===== config.mk =====
export PLATFORM = sky130hd
export DESIGN_NAME = jt10_adpcm_romrsp
export DESIGN_NICKNAME = d
export VERILOG_FILES = /design/src/rtl/jt10_adpcm_romrsp.sv
export SDC_FILE = /design/constraint.sdc
export NUM_CORES = 1
export LEC_CHECK = 0
export BUFFER_PORTS_ARGS = -buffer_cell sky130_fd_sc_hd__buf_2
export CAP_MARGIN = 20
export CORE_MARGIN = 5
export CORE_UTILIZATION = 40
export CTS_BUF_LIST = sky130_fd_sc_hd__clkbuf_8
export DETAILED_ROUTE_END_ITERATION = 6
export GPL_ROUTABILITY_DRIVEN = 0
export GPL_TIMING_DRIVEN = 1
export HOLD_SLACK_MARGIN = 0.08
export PLACE_DENSITY_LB_ADDON = 0.12
export SYNTH_ARGS = -nofsm -noshare
export SYNTH_HDL_FRONTEND = slang
export SYNTH_SLANG_ARGS = --single-unit

===== constraint.sdc =====
create_clock -name clk -period 5.9 [get_ports clk]
set_input_delay 0.295 -clock clk [delete_from_list [all_inputs] [get_ports clk]]
set_output_delay 0.295 -clock clk [all_outputs]
set_load 0.005 [all_outputs]

===== src/rtl/jt10_adpcm_romrsp.sv =====
// rtl/jt10_adpcm_romrsp.sv - ADPCM-A ROM responder: per-channel byte cache, cs/ok fetch FSM, nibble return one cen later
module jt10_adpcm_romrsp #(
    parameter int LATE_W = 8
) (
    input  logic              clk,
    input  logic              rst_n,
    input  logic              cen,
    input  logic [5:0]        cur_ch,
    input  logic [19:0]       addr,
    input  logic [3:0]        bank,
    input  logic              sel,
    input  logic              roe_n,
    input  logic              clr,
    output logic [23:0]       rom_addr,
    output logic              rom_cs,
    input  logic [7:0]        rom_data,
    input  logic              rom_ok,
    output logic [3:0]        dout,
    output logic              dvalid,
    output logic [LATE_W-1:0] late
);
    typedef enum logic {IDLE, FETCH} state_t;

    state_t      state_q, state_d;
    logic [7:0]  byte_q  [6];
    logic [23:0] tag_q   [6];
    logic [5:0]  valid_q;
    logic [2:0]  fetch_k_q;
    logic [23:0] rom_addr_q;
    logic        discard_q;
    logic        pend_vld_q;
    logic [2:0]  pend_k_q;
    logic [23:0] pend_a_q;
    logic        out_vld_q;
    logic [2:0]  out_k_q;
    logic        out_sel_q;
    logic [23:0] out_a_q;
    logic [3:0]  dout_q;
    logic        dvalid_q;
    logic [LATE_W-1:0] late_q, late_d;

    logic [2:0]  slot_k;
    logic [23:0] req_a;
    logic        acc, do_clr, do_req;
    logic        fill, fill_wr;
    logic        lk_valid;
    logic [23:0] lk_tag;
    logic        hit, miss, pend_take, start_new, pend_wr, overwrite;
    logic        o_hit, late_out;
    logic [1:0]  late_inc;
    logic [LATE_W:0] late_sum;

    always_comb begin
        slot_k = '0;
        for (int i = 0; i < 6; i++)
            if (cur_ch[i]) slot_k = 3'(i);
    end

    assign req_a   = {bank, addr};
    assign acc     = cen && $onehot(cur_ch);
    assign do_clr  = acc && clr;
    assign do_req  = acc && !roe_n;
    assign fill    = (state_q == FETCH) && rom_ok;
    assign fill_wr = fill && !discard_q;

    // Lookup sees a fill landing on this same edge, and clr overrides everything.
    always_comb begin
        lk_valid = valid_q[slot_k];
        lk_tag   = tag_q[slot_k];
        if (fill_wr && fetch_k_q == slot_k) begin
            lk_valid = 1'b1;
            lk_tag   = rom_addr_q;
        end
        if (clr) lk_valid = 1'b0;
    end

    assign hit       = lk_valid && (lk_tag == req_a);
    assign miss      = do_req && !hit;
    assign pend_take = (state_q == IDLE) && pend_vld_q;
    assign start_new = miss && (state_q == IDLE) && !pend_vld_q;
    assign pend_wr   = miss && !start_new;
    assign overwrite = pend_wr && pend_vld_q && !pend_take;

    assign o_hit    = out_vld_q && valid_q[out_k_q] && (tag_q[out_k_q] == out_a_q);
    assign late_out = cen && out_vld_q && !o_hit;
    assign late_inc = {1'b0, late_out} + {1'b0, overwrite};
    assign late_sum = {1'b0, late_q} + (LATE_W+1)'(late_inc);
    assign late_d   = late_sum[LATE_W] ? '1 : late_sum[LATE_W-1:0];

    always_ff @(posedge clk or negedge rst_n) begin
        if (!rst_n) state_q <= IDLE;
        else        state_q <= state_d;
    end

    always_comb begin
        state_d = state_q;
        case (state_q)
            IDLE:    if (pend_vld_q || start_new) state_d = FETCH;
            FETCH:   if (rom_ok) state_d = IDLE;
            default: state_d = IDLE;
        endcase
    end

    always_comb begin
        rom_cs = (state_q == FETCH);
    end

    always_ff @(posedge clk or negedge rst_n) begin
        if (!rst_n) begin
            for (int i = 0; i < 6; i++) begin
                byte_q[i] <= '0;
                tag_q[i]  <= '0;
            end
            valid_q    <= '0;
            fetch_k_q  <= '0;
            rom_addr_q <= '0;
            discard_q  <= 1'b0;
            pend_vld_q <= 1'b0;
            pend_k_q   <= '0;
            pend_a_q   <= '0;
            out_vld_q  <= 1'b0;
            out_k_q    <= '0;
            out_sel_q  <= 1'b0;
            out_a_q    <= '0;
            dout_q     <= '0;
            dvalid_q   <= 1'b0;
            late_q     <= '0;
        end else begin
            late_q <= late_d;
            if (fill_wr) begin
                byte_q[fetch_k_q]  <= rom_data;
                tag_q[fetch_k_q]   <= rom_addr_q;
                valid_q[fetch_k_q] <= 1'b1;
            end
            if (do_clr) valid_q[slot_k] <= 1'b0;

            if (state_q == IDLE && (pend_vld_q || start_new)) begin
                discard_q  <= 1'b0;
                fetch_k_q  <= pend_vld_q ? pend_k_q : slot_k;
                rom_addr_q <= pend_vld_q ? pend_a_q : req_a;
            end else if (do_clr && state_q == FETCH && fetch_k_q == slot_k) begin
                discard_q <= 1'b1;
            end

            if (pend_wr) begin
                pend_vld_q <= 1'b1;
                pend_k_q   <= slot_k;
                pend_a_q   <= req_a;
            end else if (pend_take) begin
                pend_vld_q <= 1'b0;
            end

            if (cen) begin
                out_vld_q <= do_req;
                if (do_req) begin
                    out_k_q   <= slot_k;
                    out_sel_q <= sel;
                    out_a_q   <= req_a;
                end
                dvalid_q <= o_hit;
                dout_q   <= !o_hit ? 4'h0 :
                            out_sel_q ? byte_q[out_k_q][3:0] : byte_q[out_k_q][7:4];
            end
        end
    end

    assign rom_addr = rom_addr_q;
    assign dout     = dout_q;
    assign dvalid   = dvalid_q;
    assign late     = late_q;
endmodule


==> out/results.tsv, run 1 <==
metric	value	unit
status	finished, final reports clean	
synth unique cells	68	
fin nets	1471	
post-route ant nets	0	
CP Class	in -> reg	
TritonCTS Buffers	52	
CTS root buffer	clkbuf_8	
Crit. End Element	flip-flop	
Worst-Skew Late Latency	0.61	ns
combinational power share	0.343	
CTS max path bufs	3	
HP Start	addr[7]	
register bit count reported by yosys	297	
proportion of synthesized area in mux cells	0.2765	
critical path data arrival time	5.61	ns
largest net degree at the start of global routing	149	
Min-Delay Path Depth	2	
overflow left after global routing	0	
clock sinks	297	
Final setup viols	0	
final worst clock skew	0.02355	ns
H-tree level count	2	
DR vias	11210	
R2R Setup Slk	1.00	ns
sequential share of the synthesized area	0.4792	
core area	0.03847	mm²
Hold EP	pend_a_q[7]$_DFFE_PN0P_	
first-pass GRT wire length	75010	µm
slew margin rel.	0.2594	
fraction of registers with async set/reset	1.000	
Worst R2R Start	fetch_k_q[1]$_DFFE_PN0P_	
Max Freq	195.3	MHz
crit path max fanout	32	
Synth warnings	0	
peak supply drop	252.9	µV
Synth Area in XOR/XNOR	0.02146	
DRC Markers	0	
max-cap violations	0	
Post-DP HPWL	31890	µm
Lkg Pwr	8.385	nW
switching share of power	0.3705	
Hold WC Path Type	in -> reg	
power per cell area	476.9	mW/mm²
NetSw	0.003143	W
# IOs	83	
main combinational cell family by area after synthesis	multiplexers	
Worst Max-Slew Pin Slew	1.111	ns
Pre-Repair DR Iteration Count	5	
Final Max Slew Viols	0	
Simple-Gate Fraction of Synth Area	0.07398	
Reg power frac	0.444	
RR Endpoint	pend_k_q[2]$_DFFE_PN0P_	
PortBufs	82	
via/cell ratio	5.678	
CP Launch Type	input port	
Worst Reg-to-Reg Cells	14	
Int Power	0.005341	W
average wire per standard cell	24.50	µm
cell count after synthesis	1315	
compound-cell area share of the yosys netlist	0.1026	
Initial Utilization	0.4032	
PostCTS Resize Cnt	0	
number of global-route vias before repair	11710	
clock slew at reported path FFs	0.06	ns
Tmin final	5.121	ns
row cnt	72	
Syn Area/Cell	11.79	µm²
EDFF count, synth	0	
Total GRT Usage	0.2334	
Die ar.	0.04281	mm²
Area Overhead vs Synth	14.71	%
Fin Setup TNS	0	ns
CTS tree	built	
period utilization	0.8680	
final core occ	0.4625	
Worst EP required	6.39	ns
Most used DFF post-synth	dfrtp_1	
RSZ-0062 raised after global routing	no	
layout cell share with drive strength beyond 1	0.3162	
initial antenna violation count	2	
Syn Nets	1366	
initial DRC count	746	
DRT Wirelength	48370	µm
Fin. Hold Viols	0	
chip height	206.9	µm
clock share of power	0.213	
Mapped Area	0.01551	mm²
Die Wd	206.9	µm
adder-cell share of the synthesized area	0.007422	
[flip-flops by register name, summed over array words and instances, names as in the netlist]
signal	count
tag_q	144
byte_q	48
out_a_q	24
pend_a_q	24
rom_addr	24
late	8
valid_q	6
dout	4
fetch_k_q	3
out_k_q	3
pend_k_q	3
discard_q	1
dvalid	1
out_sel_q	1
out_vld_q	1
pend_vld_q	1
rom_cs	1
[cell usage after synthesis, types with 10 or more instances]
master | instances | area share
xnor2_1 | 29 | 0.016
o21ai_0 | 73 | 0.024
mux2_1 | 23 | 0.017
mux2_2 | 192 | 0.14
nand2_1 | 125 | 0.030
nand3_1 | 19 | 0.0061
nor4_1 | 11 | 0.0044
inv_1 | 31 | 0.0075
dfrtp_1 | 297 | 0.48
clkbuf_1 | 60 | 0.015
a221o_1 | 26 | 0.017
a21oi_1 | 52 | 0.017
a22oi_1 | 10 | 0.0048
a31oi_1 | 11 | 0.0044
buf_1 | 25 | 0.0061
nor2_1 | 48 | 0.012
buf_2 | 11 | 0.0035
mux4_2 | 50 | 0.073
mux2i_1 | 74 | 0.048
[power by group through the flow]
stage                     Sequential [W]  Combinational (W)  Clock (W)
after detailed placement         0.00378            0.00290          0
after global routing             0.00387            0.00319    0.00197
after CTS                        0.00374            0.00293    0.00188
after floorplan                  0.00327            0.00230          0
after global placement           0.00376            0.00286          0
final                            0.00376            0.00291    0.00181
[area by class of cell]
| type | count | area, µm² |
|---|---|---|
| diodes | 1 | 2.502 |
| clock buffers | 63 | 867.1 |
| flip-flops and latches | 297 | 7437 |
| well taps | 518 | 648.1 |
| repair buffers | 157 | 1094 |
| inverters | 33 | 123.9 |
| clock inverters | 26 | 112.6 |
| multi-input cells | 879 | 7506 |
| fillers | 3601 | 20680 |
[per-layer routing]
layer | share of wire | track usage | vias to the layer above
met4 | 0.016 | 0.05642 | 0
met3 | 0.067 | 0.04296 | 61
met2 | 0.46 | 0.3582 | 355
met5 | 0 | 0 | -
li1 | - | - | 5008
met1 | 0.46 | 0.3458 | 5784
[how the worst max path moves through the flow]
| stage | start | to | slack [ns] |
|---|---|---|---|
| after floorplan | cur_ch[0] | late[0]$_DFF_PN0_ | 1.66 |
| after global placement | cur_ch[5] | pend_a_q[23]$_DFFE_PN0P_ | 0.78 |
| after CTS | cur_ch[5] | pend_a_q[23]$_DFFE_PN0P_ | 0.90 |
| after global routing | cur_ch[5] | pend_a_q[22]$_DFFE_PN0P_ | 0.59 |
| final | cur_ch[5] | pend_k_q[2]$_DFFE_PN0P_ | 0.78 |
| after detailed placement | cur_ch[2] | pend_a_q[2]$_DFFE_PN0P_ | 0.72 |
[repair_timing]
item                      4_1_cts  5_1_grt
hold endpoints to repair      173        0
setup buffers                   0        0
hold buffers                   36        0
[cells by family (layout without fill, tap and decap cells)]
kind of cell,after synthesis,count (layout)
XOR/XNOR,38,38
AO/OA/AOI/OAI,240,240
other,0,1
buffers and inverters,139,279
flip-flops,297,297
adder cells (fa/ha/maj),7,7
multiplexers,339,339
AND/OR/NAND/NOR,255,255
[cell usage in the layout, fill, tap and decap left out, types with 17 or more instances in the layout]
master	n
a21oi_1	52
inv_1	50
mux4_2	50
o21ai_0	73
nand3_1	17
mux2_1	23
a221o_1	26
clkbuf_8	63
dlygate4sd3_1	36
buf_4	37
mux2i_1	74
xnor2_1	29
nand2_1	124
dfrtp_1	295
nor2_1	45
mux2_2	192
buf_2	81
[worst max-delay path, stage by stage]
cell,delay [ns]
dlygate4sd3_1,0.52
buf_2,0.28
nand2b_1,0.33
o31a_2,0.40
buf_4,0.46
mux4_2,0.56
a21oi_1,0.25
nor4_1,0.08
a2111oi_0,0.39
and3_1,0.23
nand4_1,0.17
o21ai_4,0.23
buf_4,0.47
or2_1,0.17
buf_4,0.36
mux2_2,0.38
[metrics by stage]
| stage | hold WS (ns) | instances | total power [W] | setup slack, ns | instance area (µm²) |
|---|---|---|---|---|---|
| finish | 0.1528 | 1974 | 0.008485 | 0.7785 | 17790 |
| global route | 0.1202 | 1973 | 0.009037 | 0.5911 | 17790 |
| CTS | 0.08033 | 1972 | 0.008554 | 0.9002 | 17770 |
| detailed placement | 0.3040 | 1847 | 0.006677 | 0.7193 | 16430 |
| global placement | 0.3021 | 1847 | 0.006618 | 0.7836 | 16430 |
| floorplan | -0.0005911 | 1315 | 0.005569 | 1.662 | 15510 |
No activity file was read; power rests on OpenSTA's default activity.
==> run 2, diff against run 1 <==
Settings changed: REMOVE_ABC_BUFFERS from default to 1.
==> out/results.tsv, run 2 (synthesis results as in run 1) <==
metric	value	unit	change
Int Power	0.005475	W	+2.5%
switching share of power	0.3663		-0.004189
first-pass GRT wire length	74130	µm	-1.2%
top flop regs	tag_q x144, byte_q x48		
core area	0.03847	mm²	unchanged
Critical Path Source	fetch_k_q[1]$_DFFE_PN0P_		
slew margin rel.	0.3906		+0.1312
HP Start	clr		
Worst Max-Slew Pin Slew	0.9142	ns	-0.1968 ns
layout cell share with drive strength beyond 1	0.3192		+0.003085
PortBufs	82		unchanged
critical path data arrival time	5.56	ns	-0.05 ns
TritonCTS Buffers	54		+3.8%
chip height	206.9	µm	unchanged
Final Max Slew Viols	0		unchanged
CP peak stage delay	0.66	ns	+0.10 ns
Reg power frac	0.424		-0.020
Die Wd	206.9	µm	unchanged
# IOs	83		unchanged
Max Freq	197.6	MHz	+1.2%
Initial Utilization	0.4032		unchanged
highest routed layer	met5		
Fin. Hold Viols	0		unchanged
H-tree level count	2		unchanged
CP Class	reg -> reg		
Tmin final	5.060	ns	-0.06140 ns
Worst-Skew Late Latency	0.64	ns	+0.03 ns
Post-DP HPWL	31070	µm	-2.6%
DRC Markers	0		unchanged
met1 WL	21500	µm	-3.5%
met3 routed WL	2912	µm	-11%
crit path max fanout	14		-56%
overflow left after global routing	0		unchanged
PostCTS Resize Cnt	0		unchanged
period utilization	0.8576		-0.01041
worst path cell trace	or3_1 > a211oi_2 > o21ai_2 > nor2_1 > buf_4 > a211oi_1 > a21oi_1 > xor2_1 > nand4_1 > o21ai_4 > nor3_1 > fa_1 > ha_1 > and3_1 > nand3_1 > nand2_1		
Post-CTS Setup Inserts	0		unchanged
largest register by flop count	tag_q		
average wire per standard cell	24.42	µm	-0.32%
WL met2	22550	µm	+2.3%
Antenna diodes	0		-1
dpl ws	0.9047	ns	+0.1853 ns
largest net degree at the start of global routing	123		-17%
DRT Wirelength	48460	µm	+0.18%
power per cell area	481.9	mW/mm²	+1.0%
Total GRT Usage	0.2312		-0.002267
Final setup viols	0		unchanged
final worst clock skew	0.03253	ns	+0.008986 ns
Worst EP required	6.40	ns	about the same
Die ar.	0.04281	mm²	unchanged
number of hold buffers added after CTS	37		+2.8%
fin nets	1474		+0.20%
Lkg Pwr	8.458	nW	+0.87%
clock sinks	297		unchanged
combinational power share	0.346		+0.003
number of global-route vias before repair	11660		-0.41%
clock share of power	0.230		+0.017
Hold WC Path Type	in -> reg		
commonest non-fill, non-tap cell in the layout	dfrtp_1		
post-route ant nets	0		unchanged
clock slew at reported path FFs	0.06	ns	about the same
initial DRC count	712		-4.6%
CP Launch Type	flip-flop		
Layout Cells excl Fill	1984		+0.51%
Pre-Repair DR Iteration Count	6		+1
status	finished, final reports clean		
Worst R2R Start	fetch_k_q[1]$_DFFE_PN0P_		
RSZ-0062 raised after global routing	no		
NetSw	0.003165	W	+0.67%
initial antenna violation count	1		-1
Area Overhead vs Synth	15.60	%	
via/cell ratio	5.700		+0.38%
Setup WS post-layout	0.8399	ns	+0.06140 ns
max-cap violations	0		unchanged
max reg flops	144		unchanged
CTS tree	built		
DR vias	11310		+0.89%
Placed Cells	1848		+0.054%
Crit. End Element	flip-flop		
peak supply drop	204.6	µV	-19%
CTS root buffer	clkbuf_8		
CTS max path bufs	3		unchanged
critical path's slowest cell	nor2_1		
row cnt	72		unchanged
commonest cells after routing, fill and taps aside	295 x dfrtp_1, 192 x mux2_2, 124 x nand2_1, 81 x buf_2, 74 x mux2i_1		
run 2: metal layers:
layer,vias to the layer above,global-route usage
li1,5022,-
met1,5851,0.3230
met2,346,0.3589
met3,87,0.04734
met4,2,0.08593
met5,-,0
run 2: path summary, 6_finish.rpt:
check | endpoint | slack [ns] | depth (start not counted)
min | valid_q[2]$_DFF_PN0_ | 0.17 | 4
min reg2reg | pend_k_q[1]$_DFFE_PN0P_ | 0.49 | 1
max in group asynchronous | late[3]$_DFF_PN0_ | 4.08 | 3
max reg2reg | late[4]$_DFF_PN0_ | 0.84 | 16
min in group asynchronous | pend_a_q[6]$_DFFE_PN0P_ | 0.33 | 2
max | late[4]$_DFF_PN0_ | 0.84 | 16
run 2: layout make-up:
class                   instances  area [µm²]
multi-input cells             879        7503
clock buffers                  69       949.7
clock inverters                30       158.9
well taps                     518       648.1
inverters                      33       123.9
repair buffers                158        1109
flip-flops and latches        297        7437
fillers                      3571       20540
run 2: power by group through the flow:
stage / clock network, W / registers [W] / logic [W]
floorplan: 0 / 0.00349 / 0.00201
global placement: 0 / 0.00367 / 0.00294
detailed placement: 0 / 0.00369 / 0.00298
CTS: 0.00204 / 0.00365 / 0.00301
global route: 0.00214 / 0.00378 / 0.00328
finish: 0.00199 / 0.00366 / 0.00299
run 2: critical path: cells and delay by family, from the launching register on:
| kind | cells | cell delay (ns) |
|---|---|---|
| AO/OA/AOI/OAI | 5 | 1.11 |
| AND/OR/NAND/NOR | 7 | 2.05 |
| adder cells (fa/ha/maj) | 2 | 0.74 |
| XOR/XNOR | 1 | 0.18 |
| flip-flops | 1 | 0.52 |
| buffers and inverters | 1 | 0.34 |
run 2: through the flow:
stage / setup TNS (ns) / cell area [µm²] / util / hold slack, ns / power, W
2_1_floorplan: -89.79 / 15030 / - / -0.0005911 / 0.005502
3_3_place_gp: 0 / 16450 / 0.4277 / 0.4337 / 0.006611
3_5_place_dp: 0 / 16450 / 0.4277 / 0.4328 / 0.006667
4_1_cts: 0 / 17930 / 0.4661 / 0.1101 / 0.008711
5_1_grt: 0 / 17930 / 0.4661 / 0.1752 / 0.009200
6_report: 0 / 17930 / 0.4661 / 0.1656 / 0.008639
